==> src/rtl/seg7_pkg.sv <==
`default_nettype none
// ============================================================================
// Module  : seg7_pkg
// Brief   : Shared segment codes, mode encodings and hex glyph decode.
// Revision: 1.0 - initial release
// ============================================================================
package seg7_pkg;

  localparam logic [6:0] SEG_BLANK = 7'b1111111;
  localparam logic [6:0] SEG_ZERO  = 7'b1000000;

  typedef enum logic [1:0] {
    MODE_LEFT   = 2'b00,
    MODE_RIGHT  = 2'b01,
    MODE_BOUNCE = 2'b10,
    MODE_HOLD   = 2'b11
  } mode_e;

  // Active-low {g,f,e,d,c,b,a}
  function automatic logic [6:0] hex2seg(input logic [3:0] nib);
    logic [6:0] code;
    case (nib)
      4'h0:    code = 7'b1000000;
      4'h1:    code = 7'b1111001;
      4'h2:    code = 7'b0100100;
      4'h3:    code = 7'b0110000;
      4'h4:    code = 7'b0011001;
      4'h5:    code = 7'b0010010;
      4'h6:    code = 7'b0000010;
      4'h7:    code = 7'b1111000;
      4'h8:    code = 7'b0000000;
      4'h9:    code = 7'b0010000;
      4'hA:    code = 7'b0001000;
      4'hB:    code = 7'b0000011;
      4'hC:    code = 7'b1000110;
      4'hD:    code = 7'b0100001;
      4'hE:    code = 7'b0000110;
      4'hF:    code = 7'b0001110;
      default: code = SEG_BLANK;
    endcase
    return code;
  endfunction

endpackage
`default_nettype wire

==> src/rtl/seg7_hex_dec.sv <==
`default_nettype none
// ============================================================================
// Module  : seg7_hex_dec
// Brief   : Combinational nibble to active-low 7-segment glyph.
// Revision: 1.0 - initial release
// ============================================================================
module seg7_hex_dec
  import seg7_pkg::*;
(
  input  logic [3:0] nib_i,
  output logic [6:0] seg_o
);

  assign seg_o = hex2seg(nib_i);

endmodule
`default_nettype wire

==> src/rtl/seg7_marquee.sv <==
`default_nettype none
// ============================================================================
// Module  : seg7_marquee
// Brief   : Scrolling hex message driver for DIGITS active-low 7-seg digits.
// Revision: 1.0 - initial release
// ============================================================================
module seg7_marquee
  import seg7_pkg::*;
#(
  parameter int DIGITS   = 3,
  parameter int MSG_LEN  = 3,
  parameter int DIV      = 12500000,
  parameter int PAD_ZERO = 1
) (
  input  logic                                 clk,
  input  logic                                 rst,
  input  logic                                 load,
  input  logic [4*MSG_LEN-1:0]                 msg,
  input  logic [1:0]                           mode,
  input  logic                                 en,
  output logic [7*DIGITS-1:0]                  seg,
  output logic [$clog2(DIGITS+MSG_LEN)-1:0]    pos,
  output logic                                 step
);

  localparam int FRAMES = DIGITS + MSG_LEN;
  localparam int PW     = $clog2(FRAMES);
  localparam int DW     = $clog2(DIV);

  localparam logic [PW-1:0] K_MAX   = PW'(FRAMES - 1);
  localparam logic [PW-1:0] K_ONE   = PW'(1);
  localparam logic [DW-1:0] DIV_MAX = DW'(DIV - 1);
  localparam logic [DW-1:0] DIV_ONE = DW'(1);
  localparam logic [6:0]    PAD_SEG = (PAD_ZERO != 0) ? SEG_ZERO : SEG_BLANK;

  logic [4*MSG_LEN-1:0] msg_q, msg_d;
  logic [DW-1:0]        div_q, div_d;
  logic [PW-1:0]        k_q, k_d;
  logic                 dir_up_q, dir_up_d;
  logic                 step_q, step_d;
  logic [7*DIGITS-1:0]  seg_q, seg_d;

  logic w_tick;
  logic w_up;

  assign w_tick = en && (div_q == DIV_MAX);

  always_comb begin
    msg_d    = msg_q;
    div_d    = div_q;
    k_d      = k_q;
    dir_up_d = dir_up_q;
    step_d   = 1'b0;
    w_up     = 1'b0;
    if (en) begin
      div_d = w_tick ? '0 : div_q + DIV_ONE;
    end
    if (load) begin
      msg_d    = msg;
      div_d    = '0;
      k_d      = '0;
      dir_up_d = 1'b1;
    end else if (w_tick) begin
      case (mode_e'(mode))
        MODE_LEFT: begin
          k_d    = (k_q == K_MAX) ? '0 : k_q + K_ONE;
          step_d = 1'b1;
        end
        MODE_RIGHT: begin
          k_d    = (k_q == '0) ? K_MAX : k_q - K_ONE;
          step_d = 1'b1;
        end
        MODE_BOUNCE: begin
          // A stale direction pointing past an endpoint is turned around here.
          w_up = dir_up_q ? (k_q != K_MAX) : (k_q == '0);
          if (w_up) begin
            k_d      = k_q + K_ONE;
            dir_up_d = (k_d != K_MAX);
          end else begin
            k_d      = k_q - K_ONE;
            dir_up_d = (k_d == '0);
          end
          step_d = 1'b1;
        end
        default: begin
          k_d    = k_q;
          step_d = 1'b0;
        end
      endcase
    end
  end

  // Digit d shows padded symbol P[k+d]; decode uses next-state values so seg aligns with pos.
  for (genvar d = 0; d < DIGITS; d++) begin : g_digit
    int         w_idx;
    logic       w_pad;
    logic [3:0] w_nib;
    logic [6:0] w_glyph;

    always_comb begin
      w_idx = int'(k_d) + d;
      w_pad = (w_idx < DIGITS) || (w_idx >= DIGITS + MSG_LEN);
      w_nib = 4'h0;
      for (int j = 0; j < MSG_LEN; j++) begin
        if (w_idx == DIGITS + j) begin
          w_nib = msg_d[4*(MSG_LEN-1-j) +: 4];
        end
      end
    end

    seg7_hex_dec u_dec (
      .nib_i (w_nib),
      .seg_o (w_glyph)
    );

    assign seg_d[7*(DIGITS-1-d) +: 7] = w_pad ? PAD_SEG : w_glyph;
  end

  always_ff @(posedge clk or negedge rst) begin
    if (!rst) begin
      msg_q    <= '0;
      div_q    <= '0;
      k_q      <= '0;
      dir_up_q <= 1'b1;
      step_q   <= 1'b0;
      seg_q    <= {DIGITS{PAD_SEG}};
    end else begin
      msg_q    <= msg_d;
      div_q    <= div_d;
      k_q      <= k_d;
      dir_up_q <= dir_up_d;
      step_q   <= step_d;
      seg_q    <= seg_d;
    end
  end

  assign seg  = seg_q;
  assign pos  = k_q;
  assign step = step_q;

endmodule
`default_nettype wire

==> config.mk <==
export PLATFORM = sky130hd
export DESIGN_NAME = seg7_marquee
export DESIGN_NICKNAME = d
export VERILOG_FILES = /design/src/rtl/seg7_pkg.sv /design/src/rtl/seg7_hex_dec.sv /design/src/rtl/seg7_marquee.sv
export SDC_FILE = /design/constraint.sdc
export NUM_CORES = 1
export LEC_CHECK = 0
export ABC_AREA = 1
export BUFFER_PORTS_ARGS = -buffer_cell sky130_fd_sc_hd__buf_2
export CORE_MARGIN = 3
export CORE_UTILIZATION = 47
export CTS_CLUSTER_SIZE = 14
export DETAILED_ROUTE_END_ITERATION = 10
export PLACE_DENSITY = 0.74
export SLEW_MARGIN = 20
export SYNTH_ARGS = -nofsm -noshare
export SYNTH_HDL_FRONTEND = slang
export SYNTH_SLANG_ARGS = --single-unit
export TNS_END_PERCENT = 100
==> constraint.sdc <==
create_clock -name clk -period 9.45 [get_ports clk]
set_clock_uncertainty 0.1 [all_clocks]
set_input_delay 1.89 -clock clk [delete_from_list [all_inputs] [get_ports clk]]
set_output_delay 1.89 -clock clk [all_outputs]
set_load 0.02 [all_outputs]
## After elaboration in Yosys (flattened, before gate mapping)

Memories as Yosys holds them, arrays and structs flattened.
Cells that the tools add are included.

- Output and inout port bits: 25
- Register bits: 62
- Logic and storage cells: 77
- Memories: 3
- Bits in read-only memories: 336

- Eq/ne operators: 15
- Magnitude comparators: 6
- Multiplexer cells: 30
- Reductions and logical operators: 12
- Add/subtract/negate cells: 5

Memory list:

| name | words | width | rd ports | clocked after Yosys merged registers in | write ports | line | source |
|---|---|---|---|---|---|---|---|
| (name not given) | 16 | 7 | 1 | 0 | 0 | seg7_pkg.sv:22 | `case (nib)` |
| (name not given) | 16 | 7 | 1 | 0 | 0 | seg7_pkg.sv:22 |  |
| (name not given) | 16 | 7 | 1 | 0 | 0 | seg7_pkg.sv:22 |  |

Operator list:

| operator | count |
|---|---|
| 24-bit two-way mux | 3 |
| 4-bit two-way mux | 9 |
| 24-bit by 1-bit adder with 24-bit output (second input constant) | 1 |
| 24-bit equality test (second input constant) | 1 |
| 7-bit two-way mux | 3 |
| 4-bit by 3-bit equality test with 1-bit output (second input constant) | 4 |
| 3-bit two-way mux | 5 |
| 3-bit equality test (second input constant) | 4 |
| 12-bit two-way mux | 1 |
| 3-bit one-hot mux with 3 select lines | 1 |
| 4-bit by 2-bit equality test with 1-bit output (second input constant) | 2 |
| 4-bit by 3-bit greater-or-equal comparator with 1-bit output (second input constant) | 2 |
| 4-bit by 2-bit < comparator with 1-bit output (second input constant) | 2 |
| 1-bit two-way mux | 8 |
| 3-bit zero test | 2 |
| 3-bit inequality test (second input constant) | 2 |
| 2-bit nonzero test | 3 |
| 3-bit by 1-bit adder with 4-bit output (second input constant) | 1 |
| 3-bit by 2-bit adder with 4-bit output (second input constant) | 1 |
| 3-bit by 1-bit adder with 3-bit output (second input constant) | 1 |
| 3-bit greater-or-equal comparator (second input constant) | 1 |
| 1-bit logical OR | 3 |
| 3-bit by 2-bit < comparator with 1-bit output (second input constant) | 1 |
| 3-bit OR reduction | 1 |
| 6 further kinds | 6 |

## Depth between registers and ports, before layout

An unclocked memory read counts as a cell.

- Depth after elaboration: 13
- Mapped depth: 25
- Depth with buffers taken out: 25

## Cells and area by module

From an unflattened synthesis, not the netlist that was laid out.

- Cells, all modules: 641
- Area total of the unflattened synthesis: 4593.2 µm²

By module, submodules not included:

| module | times used | cells each | area each (µm²) |
|---|---|---|---|
| seg7_marquee | 1 | 494 | 3771.1 |
| seg7_hex_dec | 3 | 49 | 274.0 |

## Least setup slack after synthesis

No wires, ideal clock.

- Kind: input to register
- From: in load
- To: reg seg_q[3], in the netlist seg[3]
- Stages: 16
- Data required time: 9.273 ns
- Path buffers: 2
- Arrival: 4.325 ns
- Setup slack: 4.947 ns
- Cells stage by stage: clkbuf_2 -> inv_1 -> clkbuf_1 -> nand3_1 -> ha_1 -> nand2_1 -> inv_1 -> nor3_1 -> inv_1 -> o221ai_1 -> nand2_1 -> inv_1 -> ha_1 -> nand2_1 -> nand3_1 -> a21oi_1

- Word-level cells in the longest chain between the ends: 8

RTL lines:

| element | line | source |
|---|---|---|
| start, declared | seg7_marquee.sv:17 | `input logic load,` |
| 3-bit two-way mux | seg7_marquee.sv:58 | `if (load) begin` |
| 3-bit by 2-bit adder with 4-bit output | seg7_marquee.sv:101 | `w_idx = int'(k_d) + d;` |
| 4-bit by 2-bit equality test with 1-bit output | seg7_marquee.sv:105 | `if (w_idx == DIGITS + j) begin` |
| 4-bit two-way mux (3 in a row) | seg7_marquee.sv:105 |  |
| memory 16 x 7 bit | -- |  |
| 7-bit two-way mux (*) | seg7_marquee.sv:116 | `assign seg_d[7*(DIGITS-1-d) +: 7] = w_pad ? PAD_SEG : w_glyph;` |
| named net seg_d[3] | seg7_marquee.sv:41 | `logic [7*DIGITS-1:0] seg_q, seg_d;` |
| end signal, assigned | seg7_marquee.sv:126 | `seg_q <= {DIGITS{PAD_SEG}};` |
| end signal, assigned | seg7_marquee.sv:133 | `seg_q <= seg_d;` |
| end, declared | seg7_marquee.sv:41 |  |

The timed path passes the listed nets; every way through them passes the cells marked *.
A chain may end at the register's enable or synchronous reset.

==> results_dict.tcl <==
set metrics [dict create \
    status "finished clean" \
    crit_fanout 18 \
    grt_antenna_before_repair 0 \
    fin_nets 680 \
    finalSetupTns_ps 0 \
    grt_max_degree 63 \
    cts_resized 0 \
    routabilityCongestion 0.9552 \
    dp_cells 730 \
    synth.distinct_cells 45 \
    p_sw_frac 0.2559 \
    slew-limit-headroom 0.4290 \
    internal_power_uw 386.8 \
    end_kind "flip-flop" \
    p_per_area_mw_per_mm2 108.8 \
    numCtsBuffers 9 \
    start_util 0.4883 \
    grt_pass1_wl_um 16620 \
    power.total_uw 519.8 \
    tightest_slew_ps 853.4 \
    cts-root-buf "clkbuf_8" \
    ios 43 \
    pwr-share-clk 0.390 \
    vias 3884 \
    syn_area_sq_mm 0.004279 \
    fp-row-count 34 \
    dieArea_sq_mm 0.01029 \
    setup_violations 0 \
    hpwl_um 7505 \
    syn_to_final_growth_pct 11.61 \
    synth-seq-cells 62 \
    drc 0 \
    ys_seq_area_frac 0.3637 \
    final.period_utilization 0.5221 \
    p_leak_nw 2.465 \
    wirelength_um 9908 \
    clk_pin_slew_worst_paths_ps 60 \
    routedWlPerCell_um 13.28 \
    period_needed_ps 4934 \
    cts_tree "done" \
    drt_iter0_markers 245 \
    viasPerCell 5.206 \
    cp-start-kind "input pin" \
    synth.mux.area_fraction 0 \
    cts_setup_buffers 0 \
    yosys.area_share.adder 0.08480 \
    synth_top_family_by_area "simple AND/OR/NAND/NOR gates" \
    cts_max_path_buffers 2 \
    p_switching_uw 133.0 \
    die_x_um 101.4 \
    first_pass_iters 5 \
    drive_above_1_share 0.1787 \
    io_buffers 42 \
    grt_pass1_vias 3635 \
    irDropWorstVdd_uv 74.90 \
    fp.dieH_um 101.4 \
    finalMaxSlewViolations 0 \
    cts_hold_buf 0 \
    hold_viol 0 \
    antennaDiodeCount 0 \
    synth_xor_area_frac 0.01023 \
    max_cap_violations 0 \
    syn_area_per_cell_sq_um 7.315 \
    core_sq_mm 0.008763 \
    drtAntennaViolNets 0 \
    overflow 0 \
    arrival_ps 5100 \
    yosysWarnings 0 \
    required_ps 9610 \
    cts.sinks 62 \
    criticalPathCategory "input pin to flip-flop" \
    synth-compound-area-share 0.09883 \
    netlist_instances 585 \
    fmax_ghz 0.2027 \
    clk_latency_ps 340 \
    power_frac_seq 0.536 \
    syn_nets 632 \
    instances_no_fill 746 \
    synth_simple_gate_area_frac 0.3658 \
    combPwrFrac 0.074 \
    track_usage 0.2013 \
    htreeDepth 3 \
    worstHoldPathType "flip-flop to flip-flop" \
    rsz0062_at_grt "no" \
]
-- state kept, by name, summed over array words and instances (netlist names) --
| signal | flops |
|---|---|
| dir_up_q | 1 |
| step | 1 |
| msg_q | 12 |
| div_q | 24 |
| seg | 21 |
| pos | 3 |
-- cell type report --
type / count / area (sq um)
Timing Repair Buffer: 43 / 217.7
Multi-Input combinational cell: 436 / 2395
Inverter: 81 / 304.0
Tap cell: 108 / 135.1
Fill cell: 863 / 3988
Clock buffer: 12 / 145.1
Clock inverter: 4 / 22.52
Sequential cell: 62 / 1556
-- Yosys cell counts (all sizes together) --
cell    instances  area share
o211ai          2      0.0035
and3            1      0.0015
buf             1     0.00088
nor3b           3      0.0053
inv            80       0.070
nand2         168        0.16
o21ai          34       0.041
a32o            1      0.0023
xnor2           1      0.0020
a21oi          30       0.036
a211oi          1      0.0018
o21a            1      0.0018
o22ai           1      0.0015
o31ai           2      0.0035
nand3b          2      0.0064
clkinv          1     0.00088
nor4            4      0.0088
nor3           13       0.016
xor2            4      0.0082
nand4          10       0.015
nand3          52       0.075
dfstp           4       0.025
a22oi           1      0.0018
ha             29       0.085
nor2           60       0.061
or2            13       0.019
o221ai          3      0.0061
dfrtp          58        0.34
clkbuf          5      0.0047
-- metrics by stage --
stage | setup slack (ps) | instance area, sq um | util | hold slack (ps)
final | 4516 | 4776 | 0.5450 | 424.6
after global placement | 4451 | 4608 | 0.5258 | 408.1
after floorplan | 4947 | 4279 | - | 372.1
after CTS | 4544 | 4776 | 0.5450 | 432.3
after global routing | 4180 | 4776 | 0.5450 | 436.0
after detailed placement | 4195 | 4608 | 0.5258 | 415.6
-- path summary, 6_finish.rpt --
kind                       slack, ps  cells after the start         to     start
max                             4520                     18     seg[0]      load
min                              420                      2   dir_up_q  dir_up_q
max reg2reg                     5590                     23     seg[0]  div_q[0]
min reg2reg                      420                      2   dir_up_q  dir_up_q
max in group asynchronous       7130                      2   msg_q[2]       rst
min in group asynchronous       1610                      2  div_q[13]       rst
-- per-layer routing --
metal | vias up | share of wire | global-route usage
met5 | - | 0 | 0
met4 | 0 | 0.012 | 0.06646
met3 | 12 | 0.046 | 0.03719
met2 | 92 | 0.50 | 0.3486
met1 | 1784 | 0.45 | 0.2527
li1 | 1996 | - | -
-- kinds of logic (layout without fill, tap and decap cells) --
family / count (synthesis) / after routing
simple gates: 326 / 326
flops: 62 / 62
compound gates: 76 / 76
fa+ha+maj: 29 / 29
buf+inv: 87 / 140
xor+xnor: 5 / 5
-- critical path, cell delays in order --
cell      delay [ps]
buf_2            210
inv_1            480
nand2_1          190
nor2_4           220
inv_2            120
ha_1             340
nand2_1          140
inv_1             70
nor3_1           210
inv_1            120
o221ai_1         170
nand2_1          160
inv_1            160
ha_1             190
inv_1             60
nor2_1           100
o21ai_1          100
a21oi_1          150
-- cell usage in the layout, fill, tap and decap left out, types with 11 or more instances in the layout --
cell type and n:
a21oi_1 29, dfrtp_1 58, buf_2 42, or2_2 11, nor3_1 12, nand2_1 156
inv_2 12, o21ai_0 26, nor2_1 56, inv_1 68, nand3_1 44, ha_1 29
-- power groups by stage --
stage | registers [mW] | clock network, mW | logic [mW]
finish | 0.279 | 0.203 | 0.0384
global route | 0.279 | 0.220 | 0.0438
floorplan | 0.282 | 0 | 0.0218
detailed placement | 0.283 | 0 | 0.0390
global placement | 0.284 | 0 | 0.0384
CTS | 0.279 | 0.208 | 0.0389
(Power assumes the default switching activity.)
